**config.mk**
```make
export PLATFORM = sky130hd
export DESIGN_NAME = la_iorxdiff_filter
export DESIGN_NICKNAME = d
export VERILOG_FILES = /design/src/rtl/la_iorxdiff_filter.sv
export SDC_FILE = /design/constraint.sdc
export NUM_CORES = 1
export LEC_CHECK = 0
export BUFFER_PORTS_ARGS = -buffer_cell sky130_fd_sc_hd__buf_2
export CAP_MARGIN = 20
export CELL_PAD_IN_SITES_DETAIL_PLACEMENT = 1
export CELL_PAD_IN_SITES_GLOBAL_PLACEMENT = 1
export CORE_MARGIN = 2
export CORE_UTILIZATION = 38
export CTS_CLUSTER_DIAMETER = 60
export DETAILED_ROUTE_END_ITERATION = 10
export GPL_TIMING_DRIVEN = 1
export PLACE_DENSITY_LB_ADDON = 0.05
export SLEW_MARGIN = 20
export SYNTH_ARGS = -nofsm -noshare
export SYNTH_HDL_FRONTEND = slang
export SYNTH_SLANG_ARGS = --single-unit
```
**constraint.sdc**
```tcl
create_clock -name clk -period 2.9 [get_ports clk]
set_clock_uncertainty 0.2 [all_clocks]
set_input_delay 0.145 -clock clk [delete_from_list [all_inputs] [get_ports clk]]
set_output_delay 0.145 -clock clk [all_outputs]
set_load 0.02 [all_outputs]
```
**src/rtl/la_iorxdiff_filter.sv**
```systemverilog
// Receiver-side conditioning for a pseudo-differential pair: synchronize both legs,
// filter glitches with a programmable persistence count, and flag a stuck non-complementary pair.
module la_iorxdiff_filter #(
   parameter     PROP   = "DEFAULT",
   parameter int SYNCW  = 2,
   parameter int FILTW  = 4,
   parameter int FAULTN = 3
) (
   input  logic             clk,
   input  logic             nreset,
   input  logic             en,
   input  logic             zp,
   input  logic             zn,
   input  logic [FILTW-1:0] thresh,
   input  logic             fault_clr,
   output logic             z,
   output logic             rise,
   output logic             fall,
   output logic             fault
);

   localparam int         IW        = $clog2(FAULTN + 1);
   localparam logic [1:0] IDLE      = 2'd0;
   localparam logic [1:0] STABLE    = 2'd1;
   localparam logic [1:0] QUAL      = 2'd2;
   localparam logic [IW:0] FAULT_LIM = (IW + 1)'(FAULTN);

   logic [SYNCW-1:0] sp_chain_r;
   logic [SYNCW-1:0] sn_chain_r;
   logic             sp_s;
   logic             sn_s;
   logic             valid_s;

   logic [1:0]       state_r;
   logic [1:0]       state_n;
   logic [FILTW-1:0] cnt_r;
   logic [FILTW-1:0] cnt_n;
   logic [FILTW-1:0] t_eff_s;
   logic [FILTW:0]   cnt_inc_s;
   logic             z_r;
   logic             z_n;
   logic             rise_r;
   logic             rise_n;
   logic             fall_r;
   logic             fall_n;
   logic             flip_s;

   logic [IW-1:0]    icnt_r;
   logic [IW-1:0]    icnt_n;
   logic [IW:0]      icnt_inc_s;
   logic             set_s;
   logic             fault_r;
   logic             fault_n;

   // Per-leg synchronizers; the idle pattern (0,1) matches the receiver with its input disabled.
   always_ff @(posedge clk or negedge nreset) begin
      if (!nreset) begin
         sp_chain_r <= '0;
         sn_chain_r <= '1;
      end else begin
         sp_chain_r <= {sp_chain_r[SYNCW-2:0], zp};
         sn_chain_r <= {sn_chain_r[SYNCW-2:0], zn};
      end
   end

   assign sp_s       = sp_chain_r[SYNCW-1];
   assign sn_s       = sn_chain_r[SYNCW-1];
   assign valid_s    = sp_s ^ sn_s;
   assign t_eff_s    = (thresh == {FILTW{1'b0}}) ? FILTW'(1) : thresh;
   assign cnt_inc_s  = {1'b0, cnt_r} + (FILTW + 1)'(1);
   assign icnt_inc_s = {1'b0, icnt_r} + (IW + 1)'(1);

   // Glitch-filter FSM: a new level must persist for T_eff valid samples before z follows.
   always_comb begin
      state_n = state_r;
      z_n     = z_r;
      cnt_n   = cnt_r;
      rise_n  = 1'b0;
      fall_n  = 1'b0;
      flip_s  = 1'b0;
      if (!en) begin
         state_n = IDLE;
         z_n     = 1'b0;
         cnt_n   = '0;
      end else begin
         case (state_r)
            IDLE: state_n = STABLE;
            STABLE: begin
               if (valid_s && (sp_s != z_r)) begin
                  if (t_eff_s == FILTW'(1)) begin
                     flip_s = 1'b1;
                  end else begin
                     cnt_n   = FILTW'(1);
                     state_n = QUAL;
                  end
               end else begin
                  state_n = STABLE;
               end
            end
            QUAL: begin
               // An invalid sample neither advances nor rejects a qualification in progress.
               if (valid_s) begin
                  if (sp_s == z_r) begin
                     cnt_n   = '0;
                     state_n = STABLE;
                  end else if (cnt_inc_s >= {1'b0, t_eff_s}) begin
                     flip_s = 1'b1;
                  end else begin
                     cnt_n = cnt_inc_s[FILTW-1:0];
                  end
               end else begin
                  state_n = QUAL;
               end
            end
            default: begin
               state_n = IDLE;
               z_n     = 1'b0;
               cnt_n   = '0;
            end
         endcase
         if (flip_s) begin
            z_n     = sp_s;
            cnt_n   = '0;
            state_n = STABLE;
            rise_n  = sp_s;
            fall_n  = ~sp_s;
         end else begin
            rise_n  = 1'b0;
            fall_n  = 1'b0;
         end
      end
   end

   // Fault tracking runs regardless of en; a set in the same cycle overrides a clear.
   always_comb begin
      set_s   = 1'b0;
      icnt_n  = icnt_r;
      fault_n = fault_r;
      if (!valid_s) begin
         set_s  = (icnt_inc_s >= FAULT_LIM);
         icnt_n = set_s ? FAULT_LIM[IW-1:0] : icnt_inc_s[IW-1:0];
      end else begin
         set_s  = 1'b0;
         icnt_n = '0;
      end
      if (set_s) begin
         fault_n = 1'b1;
      end else if (fault_clr) begin
         fault_n = 1'b0;
         icnt_n  = '0;
      end else begin
         fault_n = fault_r;
      end
   end

   // State, output and counter registers.
   always_ff @(posedge clk or negedge nreset) begin
      if (!nreset) begin
         state_r <= IDLE;
         cnt_r   <= '0;
         z_r     <= 1'b0;
         rise_r  <= 1'b0;
         fall_r  <= 1'b0;
         icnt_r  <= '0;
         fault_r <= 1'b0;
      end else begin
         state_r <= state_n;
         cnt_r   <= cnt_n;
         z_r     <= z_n;
         rise_r  <= rise_n;
         fall_r  <= fall_n;
         icnt_r  <= icnt_n;
         fault_r <= fault_n;
      end
   end

   assign z     = z_r;
   assign rise  = rise_r;
   assign fall  = fall_r;
   assign fault = fault_r;

endmodule

```
Word-level counts from Yosys, hierarchy flattened
Cells that the tools add are included.
- register bits after elaboration: 16
- latch bits: 0
- RAM bits: 0
- ROM bits: 0
- input bits: 10
- output and inout bits: 4
- word-level logic and storage cells: 72
- memories kept: 0
- $add $sub $neg: 2
- multipliers: 0
- div/mod/pow operators: 0
- order comparisons: 2
- equality and inequality tests: 13
- shifts and indexed selects: 0
- mux-type cells: 37
- bitwise operators: 2
- reduce and logical (&&, ||, !) cells: 7
- operator list (cell ; count):
    $mux 4 ; 8
    $mux 2 ; 10
    $mux 1 ; 16
    $ne 5x5->1 const B ; 3
    $ne 4x4->1 const B ; 3
    $pmux 4 s3 ; 1
    $pmux 2 s3 ; 1
    $add 4x1->5 const B ; 1
    $ge 5x4->1 ; 1
    $reduce_and 5->1 ; 1
    $eq 4x1->1 const B ; 1
    $logic_not 4->1 ; 1
    $add 2x1->3 const B ; 1
    $ge 3x2->1 const B ; 1
    $ne 3x2->1 const B ; 1
    $ne 3x3->1 const B ; 1
    $reduce_or 3->1 ; 1
    $eq 2x1->1 const B ; 1
    $eq 2x2->1 const B ; 1
    $logic_not 2->1 ; 1
    $pmux 1 s2 ; 1
    $reduce_and 2->1 ; 1
    $reduce_bool 2->1 ; 1
    $eq 1x1->1 ; 1
    other kinds (4) ; 4

Depth between registers and ports, before layout
- depth after elaboration: 10
- gate-level depth with buffers: 10

Least setup slack after synthesis
No wires, ideal clock.
- path type: register to register
- start: register cnt_r[0]
- end: register cnt_r[0]
- setup time: 0.120 ns
- arrival time: 2.363 ns
- data required time: 2.580 ns
- slack: 0.218 ns
- stages on the path, launching flop included: 11
- cells stage by stage: dfrtp_1 > ha_1 > nor2b_1 > or2_2 > ha_1 > a21o_1 > a31oi_1 > o22a_2 > nand3_1 > mux2_2 > and3_1
- longest elaborated chain between the ends: 9
- elaborated cells between the ends (all ways): 19
- those cells by class: 1 x add/sub; 1 x order compare; 5 x eq/ne; 11 x mux; 1 x reduce/logical
- RTL lines (item ; RTL line ; source):
    start, declared ; 36 ; logic [FILTW-1:0] cnt_r;
    start signal, assigned ; 168 ; cnt_r <= cnt_n;
    $add 4x1->5 (*) ; 70 ; assign cnt_inc_s = {1'b0, cnt_r} + (FILTW + 1)'(1);
    $ge 5x4->1 ; 106 ; end else if (cnt_inc_s >= {1'b0, t_eff_s}) begin
    $mux 1 ; 106 ;
    $mux 1 ; 103 ; if (sp_s == z_r) begin
    $mux 1 ; 102 ; if (valid_s) begin
    $pmux 1 s2 ; 86 ; case (state_r)
    $mux 1 ; 81 ; if (!en) begin
    $ne 5x5->1 (no source line), or another cell as far along ; n/a ;
    $reduce_and 5->1 (no source line) or $mux 4 (tied branches) ; n/a ;
Every way passes the cells marked *; elsewhere a longest branch is shown, timed or not. The select of a mux whose other input is x is not followed.
A chain may end at the register's enable or synchronous reset.

Worst setup path after layout
- start: register cnt_r[0]
- end: register state_r[1]
- longest elaborated chain between the ends: 9
- elaborated cells between the ends (all ways): 12
- those cells by class: 1 x add/sub; 1 x order compare; 2 x eq/ne; 7 x mux; 1 x reduce/logical
- RTL lines (item ; RTL line ; source):
    $add 4x1->5 (*) ; 70 ;
    $ge 5x4->1 (*) ; 106 ;
    $mux 1 (*) ; 106 ;
    $mux 1 (*) ; 103 ;
    $mux 1 (*) ; 102 ;
    $pmux 1 s2 (*) ; 86 ;
    $mux 1 (*) ; 81 ;
    $ne 5x5->1 (no source line) or $mux 2 (tied branches) ; n/a ;
    $reduce_and 2->1 (no source line) or $mux 2 (tied branches) ; n/a ;
    end signal, assigned ; 167 ; state_r <= state_n;
    end, declared ; 34 ; logic [1:0] state_r;
Marked as above.

==> metrics.md <==
| Metric | Value |
|---|---|
| Arrival @ worst endpoint | between 2 and 3 ns |
| Die footprint | 3000 um^2 |
| Yosys warning count | 0 |
| Fillers | 297 |
| HP Class | primary input to asynchronous set/reset pin |
| Slew headroom | 71.8% |
| Startpoint Class | flop |
| First-pass DRT Iterations | 4 |
| Via density | ~5 |
| Drt wl/cell | about 13 um |
| Starting density of the core | about two fifths |
| Setup Crit Path Kind | flop to flop |
| Largest net degree at the start of global routing | 17 |
| Clock Latency Late Sink | 0.28 ns |
| Sequential area share after synthesis | approximately two fifths |
| IO Pins | 14 |
| GP Congestion | 0.819 |
| Post-synth top area cell | dfrtp_1 |
| Vias after detailed routing | 766 |
| Post-route ant nets | 0 |
| Post-synth cell types | 34 |
| Ys async rst share | 100% |
| Fin worst setup slack | 0.173 ns |
| First-pass GRT wire length | 3280 um |
| Syn_nets | ~120 |
| Detail Placement HPWL | 1600 um |
| Max-cap violations | 0 |
| Port buffer count | 13 |
| 1st-iter DRT viols | 19 |
| Core Region | between 2000 and 2500 um^2 |
| Root buf cell | clkbuf_4 |
| Synth top cells by count | 14 x dfrtp_1, 14 x inv_1, 9 x ha_1 |
| Avg Inst Size Synth | 10.0 um^2 |
| Top-area cell type share of the netlist area | 35.8% |
| Die Ht | 54.8 um |
| RSZ-0062 raised after global routing | no |
| ANT cells | 0 |
| Mapped cell area | 980 um^2 |
| Post-CTS setup buffer count | 0 |
| Hold Fails Final Rpt | 0 |
| Status | finished clean |
| Worst slew pin tran | 0.424 ns |
| Fin crit share | 94.0% |
| Maximum VDD drop | 0.313 mV |
| Tot Pwr | 445 uW |
| Power density over the cells | 372 nW/um^2 |
| Static leakage | about 0.59 nW |
| Row cnt | 18 |
| Setup TNS | 0 ns |
| Yosys reg bits | 16 |
| GR Overflow Total | 0 |
| Top FF cell, synth | dfrtp_1 |
| DR DRC count | 0 |
| Total clock sinks | 16 |
| Number of flops mapped to enable cells by yosys | 0 |
| CTS Buffer Depth | 2 |
| CTS H-Tree Depth | 1 |
| Dpl cell area | 1100 um^2 |
| Fmax | 0.367 GHz |
| Global Route Usage Sum | 15.3% |
| Crit path max fanout | 4 |
| Clock Pin Slew Worst Setup and Hold Paths | 0.09 ns |
| Die width | 54.8 um |
| CTS tree | done |
| Area growth syn-to-layout | 22.1% |
| Layout cells sized above 1 | 26.8% |
| Number of global-route vias before repair | 760 |
| Top post-synthesis cells by area | dfrtp_1 36%, ha_1 11%, dfstp_2 5.4%, inv_1 5.4%, nand3_1 3.1% |
| Pre-CTS setup slack | 0.0993 ns |
| Final setup violation count | 0 |
| Nets | 143 |
| Crit path time final | ~2.7 ns |
| Crit. End Element | flop |
| R2r setup slk | 0.17 ns |
| Antenna violations before repair | 0 |
| Number of buffers created by CTS | 3 |
| Crit path required time | 2.91 ns |
| Cells after Synth | 98 |
| Slew Limit Fails | 0 |
| Final WL | 1980 um |
| Final Cell Area | approximately 1200 um^2 |
## critical path, cell delays in order (launching register included)
cell and delay [ns]:
dfrtp_1 0.41, ha_2 0.20, nor2b_1 0.13, or2_2 0.28, ha_1 0.31, a21o_1 0.11, a31oi_1 0.04, o22a_2 0.26
o311a_4 0.34, nor4_2 0.22, a22o_1 0.16
## cells by family after synthesis
group                    after synthesis  share of synthesized area, %
AND/OR/NAND/NOR                       31                          17.8
AO/OA/AOI/OAI                         21                          16.5
flip-flops                            16                          41.1
buffers and inverters                 14                          5.36
adder cells (fa/ha/maj)                9                          11.5
multiplexers                           4                          4.34
XOR/XNOR                               3                          3.45
## registers in the layout, indices dropped and copies added (netlist names)
name and flops:
z 1, fall 1, state_r 2, fault 1, rise 1, cnt_r 4, sp_chain_r 2, icnt_r 2
sn_chain_r 2
## layout by cell type, fill, tap and decap left out, types with 2 or more instances in the layout
master	count
buf_4	3
inv_1	14
dlygate4sd3_1	5
o21ai_0	2
buf_2	13
ha_1	8
and3_1	4
nand2b_1	2
a31oi_1	3
a22oi_1	2
or2_2	2
nand2_1	4
xnor2_1	2
a21oi_1	3
nand3_1	5
nor2_1	4
mux2_2	2
mux2i_1	2
clkbuf_4	3
dfrtp_1	14
o21a_1	2
nor2b_1	3
nor3_1	2
dfstp_2	2
## power by group
group,switching (mW),internal (mW),leakage (nW),total [mW]
combinational,0.0479,0.0394,0.365,0.0873
clock,0.0631,0.0532,0.0150,0.116
sequential,0.00753,0.234,0.208,0.242
total,0.118,0.327,0.589,0.445
## layout make-up
| class | count | area, um^2 | share of cell area, % |
|---|---|---|---|
| multi-input cells | 68 | 539 | 45.1 |
| inverters | 14 | 52.6 | 4.39 |
| well taps | 30 | 37.5 | 3.14 |
| flip-flops and latches | 16 | 403 | 33.7 |
| clock buffers | 4 | 26.3 | 2.20 |
| repair buffers | 21 | 138 | 11.5 |
## final timing paths
kind                                               from                 endpoint  cells after the start
worst max-delay path               cnt_r[0]$_DFFE_PN0P_   state_r[1]$_DFFE_PN0P_                     10
worst min-delay path                             nreset            z$_DFFE_PN0P_                      2
worst max register to register     cnt_r[0]$_DFFE_PN0P_   state_r[1]$_DFFE_PN0P_                     10
worst min register to register  sp_chain_r[0]$_DFF_PN0_  sp_chain_r[1]$_DFF_PN0_                      0
max in group asynchronous                        nreset  sn_chain_r[1]$_DFF_PN1_                      2
min in group clk                sp_chain_r[0]$_DFF_PN0_  sp_chain_r[1]$_DFF_PN0_                      0
## metal layers
metal / up-vias / part of all wire [%] / track usage [%] / routed length, um
met5: - / 0 / 0 / 0
met4: 0 / 0.71 / 5.42 / 14
met3: 2 / 1.7 / 2.73 / 33
met2: 9 / 45 / 23.0 / 889
met1: 362 / 53 / 21.9 / 1040
li1: 393 / - / - / -
## what timing repair did
action / 4_1_cts / 5_1_grt
hold buffers: 5 / 0
gates resized for setup: 0 / 3
setup endpoints to repair: 0 / 2
hold endpoints to repair: 27 / 0
## through the flow
stage	cells	hold WS (ns)	utilization, %
CTS	153	0.102	48.1
detailed placement	144	-0.123	45.0
finish	153	0.100	48.7
floorplan	98	-0.351	-
global route	153	0.111	48.7
global placement	144	-0.124	45.0
(Power assumes the default switching activity.)
